--- src/rtl/tmds_encoder.sv ---
// TMDS 8b/10b channel encoder: transition minimisation, running-disparity DC balance, control tokens.
// Two-stage pipeline; o_word[0] is the first bit on the wire. Define TMDS_TERC4_EN for HDMI data-island TERC4.
module tmds_encoder (
  input  logic       i_pix_clk,
  input  logic       i_reset,
  input  logic       i_de,
  input  logic [1:0] i_ctl,
  input  logic [7:0] i_data,
`ifdef TMDS_TERC4_EN
  input  logic       i_island,
  input  logic [3:0] i_aux,
`endif
  output logic [9:0] o_word,
  output logic [5:0] o_disparity
);

  localparam logic [9:0] CTL_TOKEN_00 = 10'b1101010100;

  function automatic logic [9:0] ctl_token(input logic [1:0] ctl);
    case (ctl)
      2'b00:   ctl_token = 10'b1101010100;
      2'b01:   ctl_token = 10'b0010101011;
      2'b10:   ctl_token = 10'b0101010100;
      default: ctl_token = 10'b1010101011;
    endcase
  endfunction

`ifdef TMDS_TERC4_EN
  function automatic logic [9:0] terc4(input logic [3:0] aux);
    case (aux)
      4'h0:    terc4 = 10'b1010011100;
      4'h1:    terc4 = 10'b1001100011;
      4'h2:    terc4 = 10'b1011100100;
      4'h3:    terc4 = 10'b1011100010;
      4'h4:    terc4 = 10'b0101110001;
      4'h5:    terc4 = 10'b0100011110;
      4'h6:    terc4 = 10'b0110001110;
      4'h7:    terc4 = 10'b0100111100;
      4'h8:    terc4 = 10'b1011001100;
      4'h9:    terc4 = 10'b0100111001;
      4'hA:    terc4 = 10'b0110011100;
      4'hB:    terc4 = 10'b1011000110;
      4'hC:    terc4 = 10'b1010001110;
      4'hD:    terc4 = 10'b1001110001;
      4'hE:    terc4 = 10'b0101100011;
      default: terc4 = 10'b1011000011;
    endcase
  endfunction
`endif

  // ---------------- stage 1: transition minimisation ----------------
  logic [3:0] n1d;
  logic       xnor_mode;
  logic [7:0] qm_next;
  logic [3:0] n1q_next;

  always_comb begin
    n1d = '0;
    for (int i = 0; i < 8; i++) n1d = n1d + {3'b000, i_data[i]};
  end

  assign xnor_mode = (n1d > 4'd4) || ((n1d == 4'd4) && !i_data[0]);

  // The XOR/XNOR chain unrolls to a prefix parity; every XNOR step adds one inversion.
  genvar gi;
  generate
    for (gi = 0; gi < 8; gi++) begin : g_qm
      assign qm_next[gi] = (^i_data[gi:0]) ^ (xnor_mode & (gi % 2 == 1));
    end
  endgenerate

  always_comb begin
    n1q_next = '0;
    for (int i = 0; i < 8; i++) n1q_next = n1q_next + {3'b000, qm_next[i]};
  end

  logic [8:0] qm_reg;
  logic [3:0] n1q_reg;
  logic       de_reg;
  logic [1:0] ctl_reg;
`ifdef TMDS_TERC4_EN
  logic       island_reg;
  logic [3:0] aux_reg;
`endif

  always_ff @(posedge i_pix_clk or posedge i_reset) begin
    if (i_reset) begin
      qm_reg     <= '0;
      n1q_reg    <= '0;
      de_reg     <= 1'b0;
      ctl_reg    <= 2'b00;
`ifdef TMDS_TERC4_EN
      island_reg <= 1'b0;
      aux_reg    <= '0;
`endif
    end else begin
      qm_reg     <= {~xnor_mode, qm_next};
      n1q_reg    <= n1q_next;
      de_reg     <= i_de;
      ctl_reg    <= i_ctl;
`ifdef TMDS_TERC4_EN
      island_reg <= i_island;
      aux_reg    <= i_aux;
`endif
    end
  end

  // ---------------- stage 2: DC balance ----------------
  logic [9:0]        word_reg, word_next;
  logic signed [5:0] cnt_reg, cnt_next;
  logic signed [5:0] n1q_s, diff;

  always_comb begin
    n1q_s     = {2'b00, n1q_reg};
    diff      = n1q_s - (6'sd8 - n1q_s);  // N1q - N0q
    word_next = ctl_token(ctl_reg);
    cnt_next  = '0;
    if (de_reg) begin
      if ((cnt_reg == 6'sd0) || (n1q_reg == 4'd4)) begin
        word_next = {~qm_reg[8], qm_reg[8], qm_reg[8] ? qm_reg[7:0] : ~qm_reg[7:0]};
        cnt_next  = qm_reg[8] ? (cnt_reg + diff) : (cnt_reg - diff);
      end else if (((cnt_reg > 6'sd0) && (n1q_reg > 4'd4)) ||
                   ((cnt_reg < 6'sd0) && (n1q_reg < 4'd4))) begin
        word_next = {1'b1, qm_reg[8], ~qm_reg[7:0]};
        cnt_next  = cnt_reg + (qm_reg[8] ? 6'sd2 : 6'sd0) - diff;
      end else begin
        word_next = {1'b0, qm_reg[8], qm_reg[7:0]};
        cnt_next  = cnt_reg + diff - (qm_reg[8] ? 6'sd0 : 6'sd2);
      end
    end
`ifdef TMDS_TERC4_EN
    else if (island_reg) begin
      word_next = terc4(aux_reg);
    end
`endif
  end

  always_ff @(posedge i_pix_clk or posedge i_reset) begin
    if (i_reset) begin
      word_reg <= CTL_TOKEN_00;
      cnt_reg  <= '0;
    end else begin
      word_reg <= word_next;
      cnt_reg  <= cnt_next;
    end
  end

  assign o_word      = word_reg;
  assign o_disparity = cnt_reg;

endmodule

--- config.mk ---
export PLATFORM = sky130hd
export DESIGN_NAME = tmds_encoder
export DESIGN_NICKNAME = d
export VERILOG_FILES = /design/src/rtl/tmds_encoder.sv
export SDC_FILE = /design/constraint.sdc
export NUM_CORES = 1
export LEC_CHECK = 0
export CAP_MARGIN = 20
export CORE_MARGIN = 5
export CORE_UTILIZATION = 45
export DETAILED_ROUTE_END_ITERATION = 8
export PLACE_DENSITY = 0.76
export SLEW_MARGIN = 20
export SYNTH_ARGS = -nofsm -noshare
export SYNTH_HDL_FRONTEND = slang
export SYNTH_SLANG_ARGS = --single-unit
export TNS_END_PERCENT = 5
--- constraint.sdc ---
create_clock -name i_pix_clk -period 3.01 [get_ports i_pix_clk]
set_clock_uncertainty 0.2 [all_clocks]
set_input_delay 0.301 -clock i_pix_clk [delete_from_list [all_inputs] [get_ports i_pix_clk]]
set_output_delay 0.301 -clock i_pix_clk [all_outputs]
set_load 0.05 [all_outputs]
== Yosys cells after proc, flatten, opt, wreduce, memory -nomap -nowiden ==
Index checks and enable logic that the tools add are counted.

* Register bits: 32
* Bits of input ports: 13
* Output and inout port bits: 16

* Add/sub/neg operators: 21
* Magnitude comparators: 5
* Eq/ne operators: 4
* Multiplexer cells: 11
* Bitwise operators: 7
* Reductions and logical operators: 16

{| class="wikitable"
|+ Operators by type and width
! cell !! count
|-
| $add A4 B1 Y4 || 8
|-
| $mux W10 || 3
|-
| $pmux W10 S3 || 1
|-
| $mux W6 || 4
|-
| $sub A6 B6 Y6 || 2
|-
| $add A3 B1 Y4 || 2
|-
| $eq A4 B3 Y1 const B || 2
|-
| $gt A4 B3 Y1 const B || 2
|-
| $mux W8 || 1
|-
| $not A8 Y8 || 1
|-
| $reduce_xor A8 Y1 || 1
|-
| $reduce_xor A7 Y1 || 1
|-
| $add A2 B1 Y3 || 2
|-
| $add A6 B3 Y6 || 1
|-
| $add A6 B6 Y6 || 1
|-
| $gt A6 B1 Y1 const B || 1
|-
| $logic_not A6 Y1 || 1
|-
| $lt A6 B1 Y1 const B || 1
|-
| $reduce_xor A6 Y1 || 1
|-
| $sub A5 B5 Y6 || 1
|-
| $sub A6 B3 Y6 || 1
|-
| $reduce_xor A5 Y1 || 1
|-
| $sub A4 B4 Y5 const A || 1
|-
| $add A1 B1 Y2 || 2
|-
| 13 further kinds || 22
|}

== Depth between registers and ports, before layout ==
* Depth in word-level cells: 18
* Gate-level depth with buffers: 20
* Gate-level depth less buffers: 20

== Worst setup path before layout ==
OpenSTA, ideal clock, no wires.

* Kind: in2reg
* From: input port i_data[0]
* To: register n1q_reg[2]
* Arrival: 5.592 ns
* Data required time: 2.687 ns
* Path slack: -2.904 ns
* Stages: 20
* Buffers on the path: 0
* Cells stage by stage: inv_1 > fa_1 > fa_1 > fa_1 > inv_1 > ha_1 > fa_1 > nor3_1 > o21ai_0 > a21oi_1 > xor2_1 > fa_1 > fa_1 > inv_1 > fa_1 > inv_1 > ha_1 > inv_1 > fa_1 > xnor2_1

* Elaborated cells between the ends (all ways): 30
* Classes of those cells: add/sub: 14; order compare: 1; eq/ne: 1; bitwise: 4; reduce/logical: 10

{| class="wikitable"
|+ RTL lines
! element !! RTL line !! text
|-
| from (decl) || 8 || <nowiki>input logic [7:0] i_data,</nowiki>
|-
| branches (longest 10 deep; another with $add A3 B1 Y4) || -- ||
|-
| $xor A1 B1 Y1 (*) || 68 || <nowiki>assign qm_next[gi] = (^i_data[gi:0]) ^ (xnor_mode & (gi % 2 == 1));</nowiki>
|-
| named net qm_next[3] || 54 || <nowiki>logic [7:0] qm_next;</nowiki>
|-
| $add A3 B1 Y4 (*) || 74 || <nowiki>for (int i = 0; i < 8; i++) n1q_next = n1q_next + {3'b000, qm_next[i]};</nowiki>
|-
| $add A4 B1 Y4 (*) (4 in a row) || 74 ||
|-
| named net n1q_next[2] || 55 || <nowiki>logic [3:0] n1q_next;</nowiki>
|-
| to (signal assigned) || 98 || <nowiki>n1q_reg <= n1q_next;</nowiki>
|-
| to (decl) || 78 || <nowiki>logic [3:0] n1q_reg;</nowiki>
|}

Mark *: on every way through the listed nets, which the timed path passes.

== Worst setup path in the final report ==
* From: input port i_data[1]
* To: register n1q_reg[1]

* Longest elaborated chain between the ends: 18
* Elaborated cells between the ends (all ways): 29
* Classes of those cells: add/sub: 14; order compare: 1; eq/ne: 1; bitwise: 4; reduce/logical: 9

{| class="wikitable"
|+ RTL lines
! element !! RTL line
|-
| branches (longest 10 deep; another with $add A3 B1 Y4) || --
|-
| $xor A1 B1 Y1 (*) || 68
|-
| named net qm_next[1] || 54
|-
| $add A1 B1 Y2 (*) || 74
|-
| $add A2 B1 Y3 (*) || 74
|-
| $add A3 B1 Y4 (*) || 74
|-
| $add A4 B1 Y4 (*) (4 in a row) || 74
|-
| named net n1q_next[1] || 55
|}

Marks and branches as above.

==> results by group <==
Run status
  • Run status: finished with violations
  • Failing checks: negative setup slack

Worst setup path
  • Worst Setup End Kind: register
  • CP max-delay cell: fa_1
  • Worst R2R Setup Slack: -0.23 ns
  • Data required, critical path: 2.98 ns
  • Critical path class: in -> reg
  • Crit-path max FO: 2
  • Worst setup SP type: input port
  • FF-to-FF End: o_disparity[5]
  • Reg2reg path depth: 15
  • CP max stage delay: roughly 0.55 ns
  • CP dominant cell by count: fa_1
  • CP bufs+invs: 8
  • Worst path cell trace: buf_6 > inv_2 > fa_1 > fa_1 > fa_1 > inv_1 > ha_2 > fa_1 > nor3_2 > o21ai_1 > a21oi_2 > buf_6 > xnor2_4 > fa_1 > fa_1 > inv_2 > fa_1 > inv_2 > ha_4 > inv_2 > fa_2 > inv_1
  • Data arrival, critical path: 5.65 ns
  • Crit path max-delay family: adder cells
  • FF-to-FF Start: n1q_reg[2]

Layout
  • Commonest non-fill, non-tap cell in the layout: buf_4
  • Final Util: 0.635
  • Layout cell share with drive strength beyond 1: 0.302
  • Max reg flops: 10
  • Final #Nets: between 300 and 400
  • Area grow syn2layout: 37.3%
  • Post-route cell area: about 3500 µm²
  • # fillers: ~440
  • ANT cells: 0
  • Most frequent cells in the layout: buf_4, inv_1, dfrtp_1

Logic synthesis
  • Yosys reg bits: 32
  • Syn Inst Count: approximately 240
  • Top cell type's share of synthesized area: 0.267
  • Area contributors post-synth: dfrtp_1, ha_1, fa_1, xnor2_1, inv_1
  • Syn avg cell area: 10.4 µm²
  • Synthesized area: about 2500 µm²
  • Asr flop ratio synth: 1.00
  • Synth unique cells: 41
  • Synthesized Nets: roughly 300
  • Sequential share of the synthesized area: 0.319
  • EDFF count, synth: 0
  • Synth warn: 0
  • Largest area contributor in the netlist: dfrtp_1
  • Ys flop type: dfrtp_1

STA
  • Fmax achieved: roughly 0.18 GHz
  • Worst Tran Pin Value: 0.699 ns
  • Hold Vio Cnt, Final: 0
  • Relative slew slack: 0.534
  • Max-slew violations: 0
  • Final worst path period share: 1.89
  • Crit path time final: 5.68 ns
  • Final setup violation count: 11
  • Unrepaired setup endpoints after global routing: yes
  • Setup TNS: -12.75 ns
  • Setup WS post-layout: -2.67 ns

Floorplanning
  • Die area: a little over 7000 µm²
  • Core Region: around 5500 µm²
  • IO Count: 29
  • FP Rows: 27
  • Die width: around 85 µm
  • DIE HEIGHT: between 80 and 90 µm
  • Initial core utilization: 0.462

Clock network
  • CTS tree: done
  • TritonCTS Buffers: 5
  • Clk Latency, worst-skew pair: 0.28 ns
  • H-Tree Depth: 2
  • Root buffer selected by CTS: clkbuf_8
  • CTS max path bufs: 2
  • CTS Sinks: 32
  • CTS clk-pin slew, worst paths: 0.06 ns

Placed design
  • Placed instance area: approximately 3200 µm²
  • I/O Buffers: 28
  • HPWL after DPL: a little over 4000 µm
  • RD Place Congestion: between 0.8 and 0.9

Worst hold path
  • Worst Hold Path EP: qm_reg[0]
  • Worst Min Path Start: i_data[0]
  • Hold depth: 2
  • Hold Path Class: in -> reg

Routing
  • Drt pass-1 iters: 4
  • Via count: 1905
  • Total wire length: slightly above 5000 µm
  • Number of DRC markers in iteration 0: 44
  • DR WL/cell: 12.7 µm
  • Antenna viol nets, final: 0
  • DRC violations left: 0
  • Drt via density: ~4.8

Global route
  • Initial antenna violation count: 0
  • GR Overflow Total: 0
  • Vias in the first global route: between 1.5k and 2k
  • Pin count of the biggest net entering global routing: 33
  • Global-route wire length before repair: 8940 µm
  • All-Layer GR Usage: 0.151

Flow run
  • Max Cap Viol: 0
[cell families (layout without fill, tap and decap cells)]
logic type	after synthesis	in the layout	share of synthesized area
flip-flops	32	32	0.319
buffers and inverters	43	125	0.0643
AND/OR/NAND/NOR	45	45	0.0979
adder cells (fa/ha/maj)	41	41	0.241
multiplexers	4	4	0.0158
AO/OA/AOI/OAI	41	41	0.119
XOR/XNOR	37	37	0.143
[final cells by class]
type                            count  area, µm²  area share
Tap cell                           72       90.1      0.0259
Sequential cell                    32        807       0.232
Clock buffer                        5       68.8      0.0198
Clock inverter                      3       18.8     0.00540
Multi-Input combinational cell    168       1670       0.482
Inverter                           38        143      0.0411
Timing Repair Buffer               79        672       0.193
[stage by stage]
step           cells  setup WS, ns  hold slack, ns
4_1_cts          396         -2.69          0.0691
3_5_place_dp     385         -3.38           0.370
3_3_place_gp     385         -3.21           0.363
5_1_grt          397         -2.85          0.0651
6_report         397         -2.67          0.0745
2_1_floorplan    243         -2.73           0.132
[worst reg2reg max path: stages, from the launching register on]
cell and delay [ns]:
dfrtp_1 0.41, nor3_4 0.25, ha_4 0.25, nor2b_1 0.14
nor3_1 0.13, a21oi_1 0.06, a21oi_1 0.14, a21o_1 0.16
inv_1 0.07, fa_1 0.51, nor2_1 0.05, a21oi_1 0.17
xor2_1 0.22, xnor2_1 0.14, nand2_1 0.08, o2111a_1 0.17
[timing repair]
action                                 in CTS  in global routing
hold buffers                                0                  0
endpoints found under the hold margin       0                  0
resized for setup                          27                 13
setup buffers                               3                  1
pin swaps                                  13                 13
setup endpoints to repair                  12                 12
[metal layers]
layer	track usage	vias up	wire length, µm
li1	-	950	-
met1	0.190	922	2170
met2	0.267	28	2700
met3	0.0233	5	122
met4	0.0417	0	61
met5	0	-	0
[worst max path at each step]
stage                       endpoint  cells after the start  startpoint
after CTS                 n1q_reg[1]                     21   i_data[3]
after detailed placement  n1q_reg[2]                     21   i_data[0]
after global placement    n1q_reg[2]                     21   i_data[0]
after floorplan           n1q_reg[2]                     20   i_data[0]
after global routing      n1q_reg[1]                     22   i_data[1]
final                     n1q_reg[1]                     22   i_data[1]
[synth_stat cells, drive strengths merged (2+ instances only)]
cell type / n
mux2i: 4
fa: 13
ha: 28
a21o: 10
nor3: 7
dfstp: 5
nor2b: 3
o21ai: 5
nor2: 12
a21oi: 13
xnor2: 30
nand3: 4
nor3b: 2
and3: 2
inv: 37
dfrtp: 27
nand2b: 3
a22oi: 2
o211a: 3
clkbuf: 4
o211ai: 2
xor2: 7
nand2: 7
Power is not shown: default switching activity piles up to over one toggle a cycle in this logic, so the estimate is an artifact.
